<file path="src/rtl/mips_ctrl_pkg.sv">
// Shared definitions for the multicycle MIPS controller: opcodes, FSM state
// encodings and the datapath select codes.
package mips_ctrl_pkg;

  localparam logic [5:0] OP_RTYPE = 6'b000000;
  localparam logic [5:0] OP_LW    = 6'b100011;
  localparam logic [5:0] OP_SW    = 6'b101011;
  localparam logic [5:0] OP_BEQ   = 6'b000100;
  localparam logic [5:0] OP_ADDI  = 6'b001000;
  localparam logic [5:0] OP_J     = 6'b000010;

  typedef enum logic [3:0] {
    S_FETCH  = 4'd0,
    S_DECODE = 4'd1,
    S_MEMADR = 4'd2,
    S_MEMRD  = 4'd3,
    S_MEMWB  = 4'd4,
    S_MEMWR  = 4'd5,
    S_EXEC   = 4'd6,
    S_ALUWB  = 4'd7,
    S_BRANCH = 4'd8,
    S_ADDIEX = 4'd9,
    S_ADDIWB = 4'd10,
    S_JUMP   = 4'd11,
    S_HALT   = 4'd12
  } state_e;

  localparam logic [1:0] ALU_ADD   = 2'b00;
  localparam logic [1:0] ALU_SUB   = 2'b01;
  localparam logic [1:0] ALU_FUNCT = 2'b10;

  localparam logic [1:0] SRCB_REG    = 2'b00;
  localparam logic [1:0] SRCB_FOUR   = 2'b01;
  localparam logic [1:0] SRCB_IMM    = 2'b10;
  localparam logic [1:0] SRCB_IMM_SH = 2'b11;

  localparam logic [1:0] PCSRC_ALU    = 2'b00;
  localparam logic [1:0] PCSRC_ALUOUT = 2'b01;
  localparam logic [1:0] PCSRC_JUMP   = 2'b10;

  // States that stall on the memory handshake and are watched by the timer.
  function automatic logic is_wait_state(input state_e s);
    return (s == S_FETCH) || (s == S_MEMRD) || (s == S_MEMWR);
  endfunction

endpackage

</file>
<file path="src/rtl/mem_wait_timer.sv">
// Counts consecutive not-ready cycles in a memory wait state and flags a
// timeout once MEM_TIMEOUT stalls have elapsed without mem_ready.
module mem_wait_timer #(
  parameter int MEM_TIMEOUT = 15
) (
  input  logic clk,
  input  logic rst_n,
  input  logic wait_en,
  input  logic mem_ready,
  output logic timeout
);

  localparam int CW = (MEM_TIMEOUT > 0) ? $clog2(MEM_TIMEOUT + 1) : 1;
  localparam logic [CW-1:0] LIMIT = CW'(MEM_TIMEOUT);

  logic [CW-1:0] cnt_q, cnt_d;

  // Any cycle that does not keep stalling leaves the wait state, so the
  // counter is already zero when the next wait state is entered.
  always_comb begin
    timeout = wait_en && !mem_ready && (cnt_q == LIMIT);
    cnt_d   = '0;
    if (wait_en && !mem_ready && !timeout) begin
      cnt_d = cnt_q + CW'(1);
    end
  end

  always_ff @(posedge clk or negedge rst_n) begin
    if (!rst_n) begin
      cnt_q <= '0;
    end else begin
      cnt_q <= cnt_d;
    end
  end

endmodule

</file>
<file path="src/rtl/multicycle_ctrl.sv">
// Multicycle MIPS control FSM: Moore-decoded datapath controls, with the
// FETCH write enables qualified by mem_ready and a memory-timeout HALT.
module multicycle_ctrl
  import mips_ctrl_pkg::*;
#(
  parameter int MEM_TIMEOUT = 15
) (
  input  logic       clk,
  input  logic       rst_n,
  input  logic [5:0] opcode,
  input  logic       mem_ready,
  output logic       pc_write,
  output logic       pc_write_cond,
  output logic       iord,
  output logic       mem_read,
  output logic       mem_write,
  output logic       ir_write,
  output logic       mem_to_reg,
  output logic       reg_dst,
  output logic       reg_write,
  output logic       alu_src_a,
  output logic [1:0] alu_src_b,
  output logic [1:0] alu_op,
  output logic [1:0] pc_source,
  output logic [3:0] state,
  output logic       illegal,
  output logic       bus_err
);

  state_e state_q, state_d;
  logic   wait_en;
  logic   timeout;

  assign wait_en = is_wait_state(state_q);
  assign state   = state_q;

  mem_wait_timer #(
    .MEM_TIMEOUT(MEM_TIMEOUT)
  ) u_mem_wait_timer (
    .clk      (clk),
    .rst_n    (rst_n),
    .wait_en  (wait_en),
    .mem_ready(mem_ready),
    .timeout  (timeout)
  );

  always_comb begin
    state_d       = state_q;
    pc_write      = 1'b0;
    pc_write_cond = 1'b0;
    iord          = 1'b0;
    mem_read      = 1'b0;
    mem_write     = 1'b0;
    ir_write      = 1'b0;
    mem_to_reg    = 1'b0;
    reg_dst       = 1'b0;
    reg_write     = 1'b0;
    alu_src_a     = 1'b0;
    alu_src_b     = SRCB_REG;
    alu_op        = ALU_ADD;
    pc_source     = PCSRC_ALU;
    illegal       = 1'b0;
    bus_err       = 1'b0;

    case (state_q)
      S_FETCH: begin
        mem_read  = 1'b1;
        alu_src_b = SRCB_FOUR;
        ir_write  = mem_ready;
        pc_write  = mem_ready;
        if (mem_ready) state_d = S_DECODE;
      end
      S_DECODE: begin
        alu_src_b = SRCB_IMM_SH;
        case (opcode)
          OP_LW, OP_SW: state_d = S_MEMADR;
          OP_RTYPE:     state_d = S_EXEC;
          OP_BEQ:       state_d = S_BRANCH;
          OP_ADDI:      state_d = S_ADDIEX;
          OP_J:         state_d = S_JUMP;
          default: begin
            illegal = 1'b1;
            state_d = S_FETCH;
          end
        endcase
      end
      S_MEMADR: begin
        alu_src_a = 1'b1;
        alu_src_b = SRCB_IMM;
        state_d   = (opcode == OP_SW) ? S_MEMWR : S_MEMRD;
      end
      S_MEMRD: begin
        mem_read = 1'b1;
        iord     = 1'b1;
        if (mem_ready) state_d = S_MEMWB;
      end
      S_MEMWB: begin
        mem_to_reg = 1'b1;
        reg_write  = 1'b1;
        state_d    = S_FETCH;
      end
      S_MEMWR: begin
        mem_write = 1'b1;
        iord      = 1'b1;
        if (mem_ready) state_d = S_FETCH;
      end
      S_EXEC: begin
        alu_src_a = 1'b1;
        alu_op    = ALU_FUNCT;
        state_d   = S_ALUWB;
      end
      S_ALUWB: begin
        reg_dst   = 1'b1;
        reg_write = 1'b1;
        state_d   = S_FETCH;
      end
      S_BRANCH: begin
        alu_src_a     = 1'b1;
        alu_op        = ALU_SUB;
        pc_write_cond = 1'b1;
        pc_source     = PCSRC_ALUOUT;
        state_d       = S_FETCH;
      end
      S_ADDIEX: begin
        alu_src_a = 1'b1;
        alu_src_b = SRCB_IMM;
        state_d   = S_ADDIWB;
      end
      S_ADDIWB: begin
        reg_write = 1'b1;
        state_d   = S_FETCH;
      end
      S_JUMP: begin
        pc_write  = 1'b1;
        pc_source = PCSRC_JUMP;
        state_d   = S_FETCH;
      end
      S_HALT:  state_d = S_HALT;
      default: state_d = S_FETCH;
    endcase

    // timeout is only raised while stalled, so mem_ready always wins.
    if (timeout) begin
      bus_err = 1'b1;
      state_d = S_HALT;
    end
  end

  always_ff @(posedge clk or negedge rst_n) begin
    if (!rst_n) begin
      state_q <= S_FETCH;
    end else begin
      state_q <= state_d;
    end
  end

endmodule

</file>
<file path="config.mk">
export PLATFORM = sky130hd
export DESIGN_NAME = multicycle_ctrl
export DESIGN_NICKNAME = d
export VERILOG_FILES = /design/src/rtl/mips_ctrl_pkg.sv /design/src/rtl/mem_wait_timer.sv /design/src/rtl/multicycle_ctrl.sv
export SDC_FILE = /design/constraint.sdc
export NUM_CORES = 1
export LEC_CHECK = 0
export ABC_AREA = 1
export CORE_UTILIZATION = 40
export DETAILED_ROUTE_END_ITERATION = 12
export PLACE_DENSITY = 0.75
export RECOVER_POWER = 50
export REMOVE_ABC_BUFFERS = 1
export SLEW_MARGIN = 20
export SYNTH_ARGS = -nofsm -noshare
export SYNTH_HDL_FRONTEND = slang
export SYNTH_SLANG_ARGS = --single-unit
</file>
<file path="constraint.sdc">
create_clock -name clk -period 2.01 [get_ports clk]
set_clock_uncertainty 0.1 [all_clocks]
set_input_delay 0.3015 -clock clk [delete_from_list [all_inputs] [get_ports clk]]
set_output_delay 0.3015 -clock clk [all_outputs]
set_load 0.02 [all_outputs]
</file>
==> out/metrics.csv, run 1 <==
metric,value,unit
grt_pass1_vias,837,
die_h,45.6,um
critPathKind,reg -> out,
start_util,43.2,%
io_pins,31,
synthTopCellsByArea,"dfrtp_1 26%, nand2_1 13%, nor2_1 12%",
dp_hpwl,1790,um
dr_total_vias,934,
fin_area,1260,um^2
synth.largest_area_cell,dfrtp_1,
antenna_found_initial,0,
min_path_type,in -> async,
reg2reg_setup_slack,310,ps
cts_tree,built,
avgSynthCellArea,6.25,um^2
drc,0,
die_w,45.6,um
finalCritPeriodShare,96.9,%
placed_cell_area,1280,um^2
nNetsFinal,190,
min_period,1950,ps
syn_inst,122,
nFillCells,170,
p_leak,0.730,nW
diodes,0,
cts_sinks,8,
max-slew-margin-rel,75.2,%
place_congestion,0.925,
finalNonFillerCells,203,
rsz0062_at_grt,yes,
r2r-start,state[0]$_DFFE_PN0P_,
grt_pass1_wl,3370,um
die_area,2080,um^2
reg2regPathDepth,8,
grt-ovfl-total,0,
dpl.cell_count,200,
clock_latency,240,ps
synth_cell_type_count,23,
synth-edff-count,0,
async_reset_ff_share,100,%
clk_pin_slew,50,ps
vdd.ir_drop.worst,0.813,mV
synthFlopType,dfrtp_1,
report.final.hold_viol_count,0,
slew_violations,0,
io_buffers,30,
synth_top_area_share,26.3,%
maxCapViolations,0,
crit_chain,nor2_4 -> buf_12 -> nand2_4 -> buf_4 -> nand2_1 -> clkdlybuf4s15_1,
multi_input_area,477,um^2
p_total,0.00139,W
yosysWarnings,0,
routed_via_density,4.60,
status,completed,
whs,312,ps
start_kind,flop,
regArea,201,um^2
required,1610,ps
critPathMaxFanout,4,
critical_path.reg2reg.endpoint,u_mem_wait_timer.cnt_q[1]$_DFF_PN0_,
p_per_area,1110,nW/um^2
drtIter0Drc,16,
ys_ff_latch,8,
fp.coreArea,1760,um^2
seq_area_frac_synth,26.3,%
cts_setup_buffers,0,
num_rows,15,
finalSetupTns,0,ps
dr.pass1.iters,4,
cts-root-buf,clkbuf_4,
cts_buffers,3,
area_growth,65.4,%
fmax,514,MHz
antenna_left,0,
wl,2060,um
clk_path_buf_depth,2,
worstPathArrival,1550,ps
cpPeakStageDelay,410,ps
wl_per_cell,10.2,um
cpMaxStageDelayCell,dfrtp_1,
tightest_slew,371,ps
syn-cell-area,762,um^2
h-tree-depth,1,
drive_above_1_share,29.2,%
grt_max_degree,9,
track_usage,22.0,%
setup_viol_count_final,0,
end_kind,output pin,
metrics by stage:
stage / setup slack (ps) / utilization (%)
finish: 63.3 / 71.4
global route: -37.6 / 71.4
CTS: 0.671 / 73.1
detailed placement: -290 / 72.5
global placement: -236 / 72.5
floorplan: -281 / -
per-layer routing:
| metal | track usage, % | share of wire, % | wire length [um] | vias to the layer above |
|---|---|---|---|---|
| li1 | - | - | - | 494 |
| met1 | 26.9 | 45 | 933 | 419 |
| met2 | 41.7 | 51 | 1060 | 19 |
| met3 | 2.38 | 3.2 | 66 | 2 |
| met4 | 2.42 | 0.24 | 5 | 0 |
| met5 | 0 | 0 | 0 | - |
final cells by class:
type,count,area share [%]
multi-input combinational,92,37.8
timing repair buffer,55,35.9
sequential,8,16.0
inverter,20,5.96
tap,25,2.48
clock buffer,3,1.79
where the power goes:
part	switching (W)	total (W)	internal [W]
registers	0.0000552	0.000259	0.000204
logic	0.000577	0.00102	0.000441
clock network	0.0000480	0.000116	0.0000679
cell usage in the layout (no fill, tap or decap), types with 2 or more instances in the layout:
master           Yosys  final
dfrtp_1              8      7
nand2_1             27     28
buf_4                2     23
inv_2                2      2
clkdlybuf4s50_1      0      9
o22ai_1              2      2
dlygate4sd2_1        0      6
nand3_1             12     12
a21oi_1              5      5
clkbuf_4             0      3
nor2_4               1      2
inv_1               17     17
clkbuf_2             0      7
nor2_1              24     22
nor2_2               6      7
nand2_4              3      3
dlygate4sd3_1        0      3
clkdlybuf4s15_1      0      4
o21ai_0              2      2
cells in the mapped netlist, types with 2 or more instances:
library cell   n
a21oi_1        5
o21ai_0        2
nand2_4        3
inv_1         17
nor2_1        24
o22ai_1        2
nand3_1       12
inv_2          2
nand2_2        2
nand2_1       27
buf_4          2
dfrtp_1        8
nor2_2         6
repair_timing:
item	4_1_cts	5_1_grt
setup endpoints to repair	18	12
hold buffers	0	0
pin swaps	1	0
resized for setup	25	17
state kept, by name (all words and copies together), names as in the netlist:
name	cells
u_mem_wait_timer.cnt_q	4
state	4
kinds of logic (layout without fill, tap and decap cells):
logic type | count (synthesis) | count (layout) | share of synthesized area, %
and+or+nand+nor | 79 | 79 | 50.7
buffers and inverters | 22 | 78 | 11.8
DFF | 8 | 8 | 26.3
AOI/OAI and AO/OA | 10 | 10 | 7.22
adders and majority gates | 1 | 1 | 1.64
xor gates and xnor gates | 2 | 2 | 2.30
how the worst max path moves through the flow:
stage	from	to	slack, ps	cells after the start
2_1_floorplan	state[1]$_DFFE_PN0P_	alu_src_a	-280	5
3_3_place_gp	opcode[2]	illegal	-240	8
3_5_place_dp	opcode[0]	illegal	-290	8
4_1_cts	state[2]$_DFFE_PN0P_	illegal	0.7	6
5_1_grt	opcode[1]	illegal	-40	8
6_report	state[2]$_DFFE_PN0P_	mem_read	60	6
critical path, delay by kind of cell, from the launching register on:
kind          cells  cell delay, ps
flops             1             410
simple gates      3             310
buf+inv           3             580
Note: power is estimated with default switching activity, not from simulation.
==> run 2: changes to the inputs <==
==> constraint.sdc (replaced) <==
create_clock -name clk -period 2.01 [get_ports clk]
set_clock_uncertainty 0.1 [all_clocks]
set_input_delay 0.3015 -clock clk [delete_from_list [all_inputs] [get_ports clk]]
set_output_delay 0.3015 -clock clk [all_outputs]
set_load 0.1 [all_outputs]
==> run 2 against run 1 <==
Net effect: clock-buffer cell count unchanged; die area stayed put; utilization is 8.0 points higher; via count up 3.0%; total power increased by 82%; critical path type unchanged; largest cell class is now non-clock buffers; highest routed layer unchanged.
==> out/metrics.csv, run 2 (synthesis results as in run 1) <==
metric,value,unit
antenna_left,0,
drtIter0Drc,29,
p_per_area,1810,nW/um^2
io_buffers,30,
setup_viol_count_final,0,
grt_max_degree,9,
end_kind,output pin,
h-tree-depth,1,
fin_ws,31.3,ps
required,1610,ps
wl,2300,um
antenna_found_initial,0,
diodes,0,
min_period,1980,ps
nNetsFinal,173,
finalSetupTns,0,ps
critPathKind,reg -> out,
clk_path_buf_depth,2,
die_w,45.6,um
mostFrequentLayoutCells,"27 x nand2_1, 21 x buf_12, 19 x nor2_1",
crit_chain,nor2_4 -> inv_2 -> nor2_4 -> nand3_1 -> nor2_2 -> buf_12,
die_area,2080,um^2
vdd.ir_drop.worst,0.888,mV
track_usage,25.8,%
report.final.hold_viol_count,0,
clk_pin_slew,50,ps
cpPeakStageDelay,460,ps
fp.coreArea,1760,um^2
post-place-ws,-27.3,ps
cts_sinks,8,
grt_pass1_vias,937,
cts_tree,built,
min_path_type,in -> async,
area_growth,83.9,%
drive_above_1_share,37.3,%
tightest_slew,384,ps
clock_latency,250,ps
start_util,43.2,%
die_h,45.6,um
dr_total_vias,962,
placed_cell_area,1330,um^2
place_congestion,0.853,
maxCapViolations,0,
routed_via_density,5.17,
crit_top_cell,nor2_4,
fmax,505,MHz
drc,0,
cts-root-buf,clkbuf_4,
critPathMaxFanout,5,
num_rows,15,
rsz0062_at_grt,yes,
wl_per_cell,12.3,um
cts_buffers,3,
max-slew-margin-rel,74.3,%
grt-ovfl-total,0,
start_kind,flop,
grt_pass1_wl,3910,um
io_pins,31,
cpLargestDelayFamily,simple AND/OR/NAND/NOR gates,
fin_area,1400,um^2
crit_buf_inv,2,
status,completed,
slew_violations,0,
p_leak,0.723,nW
dp_hpwl,1820,um
dr.pass1.iters,4,
finalCritPeriodShare,98.4,%
worstPathArrival,1580,ps
final_common_cell,nand2_1,
cpMaxStageDelayCell,dfrtp_2,
run 2: cell types whose count changed in the layout (fill, tap and decap cells not counted), sizes merged:
cell           previous run  this run
clkbuf                   11         3
buf                      24        30
dlygate4sd2               6         0
clkdlybuf4s15             4         0
clkdlybuf4s50             9         5
dlygate4sd3               3         1
dlymetal6s2s              0         2
dlygate4sd1               1         0
run 2: final timing paths:
path,from,endpoint,slack (ps),cells after the start
worst max register to register,state[2]$_DFFE_PN0P_,u_mem_wait_timer.cnt_q[1]$_DFF_PN0_,550,6
min in group clk,u_mem_wait_timer.cnt_q[0]$_DFF_PN0_,u_mem_wait_timer.cnt_q[0]$_DFF_PN0_,380,1
max in group asynchronous,rst_n,state[3]$_DFFE_PN0P_,1210,1
worst max-delay path,state[2]$_DFFE_PN0P_,illegal,30,6
worst min register to register,u_mem_wait_timer.cnt_q[0]$_DFF_PN0_,u_mem_wait_timer.cnt_q[0]$_DFF_PN0_,380,1
worst min-delay path,rst_n,u_mem_wait_timer.cnt_q[2]$_DFF_PN0_,300,1
run 2: routing by layer:
layer | GRT usage, % | vias to the layer above | share of wire, % | wire length (um)
li1 | - | 458 | - | -
met1 | 27.0 | 458 | 39 | 902
met2 | 51.1 | 39 | 54 | 1250
met3 | 3.57 | 7 | 4.6 | 106
met4 | 8.48 | 0 | 1.7 | 40
met5 | 0 | - | 0 | 0
run 2: area by class of cell:
type                            count  area (um^2)
Clock buffer                        3         22.5
Fill cell                         119          363
Inverter                           20         75.1
Multi-Input combinational cell     92          494
Sequential cell                     8          205
Tap cell                           25         31.3
Timing Repair Buffer               38          573
run 2: per-stage QoR:
step / hold WS [ps] / total power (W) / std cells / utilization (%)
4_1_cts: 229 / 0.00250 / 185 / 77.7
6_report: 304 / 0.00254 / 186 / 79.4
2_1_floorplan: -94.1 / 0.00164 / 120 / -
5_1_grt: 331 / 0.00265 / 186 / 79.4
3_5_place_dp: 363 / 0.00235 / 181 / 75.5
3_3_place_gp: 358 / 0.00233 / 181 / 75.5
run 2: power breakdown:
group          leakage, nW  internal [W]  switching (W)
logic                0.607      0.000712        0.00143
clock network       0.0138     0.0000681      0.0000517
registers            0.102      0.000207      0.0000723
run 2: worst register-to-register path, stage by stage (launching register included):
cell and delay [ps]:
dfrtp_2 460, nor2_4 220, nand2_4 110, nand3_4 110, nand2_4 70, or2_4 260, nor2_2 80
run 2: timing repair:
action,CTS,global route
hold buffers,0,0
pin swaps,1,3
resized for setup,4,11
endpoints found under the hold margin,0,0
setup endpoints to repair,3,4
buffers inserted,1,1
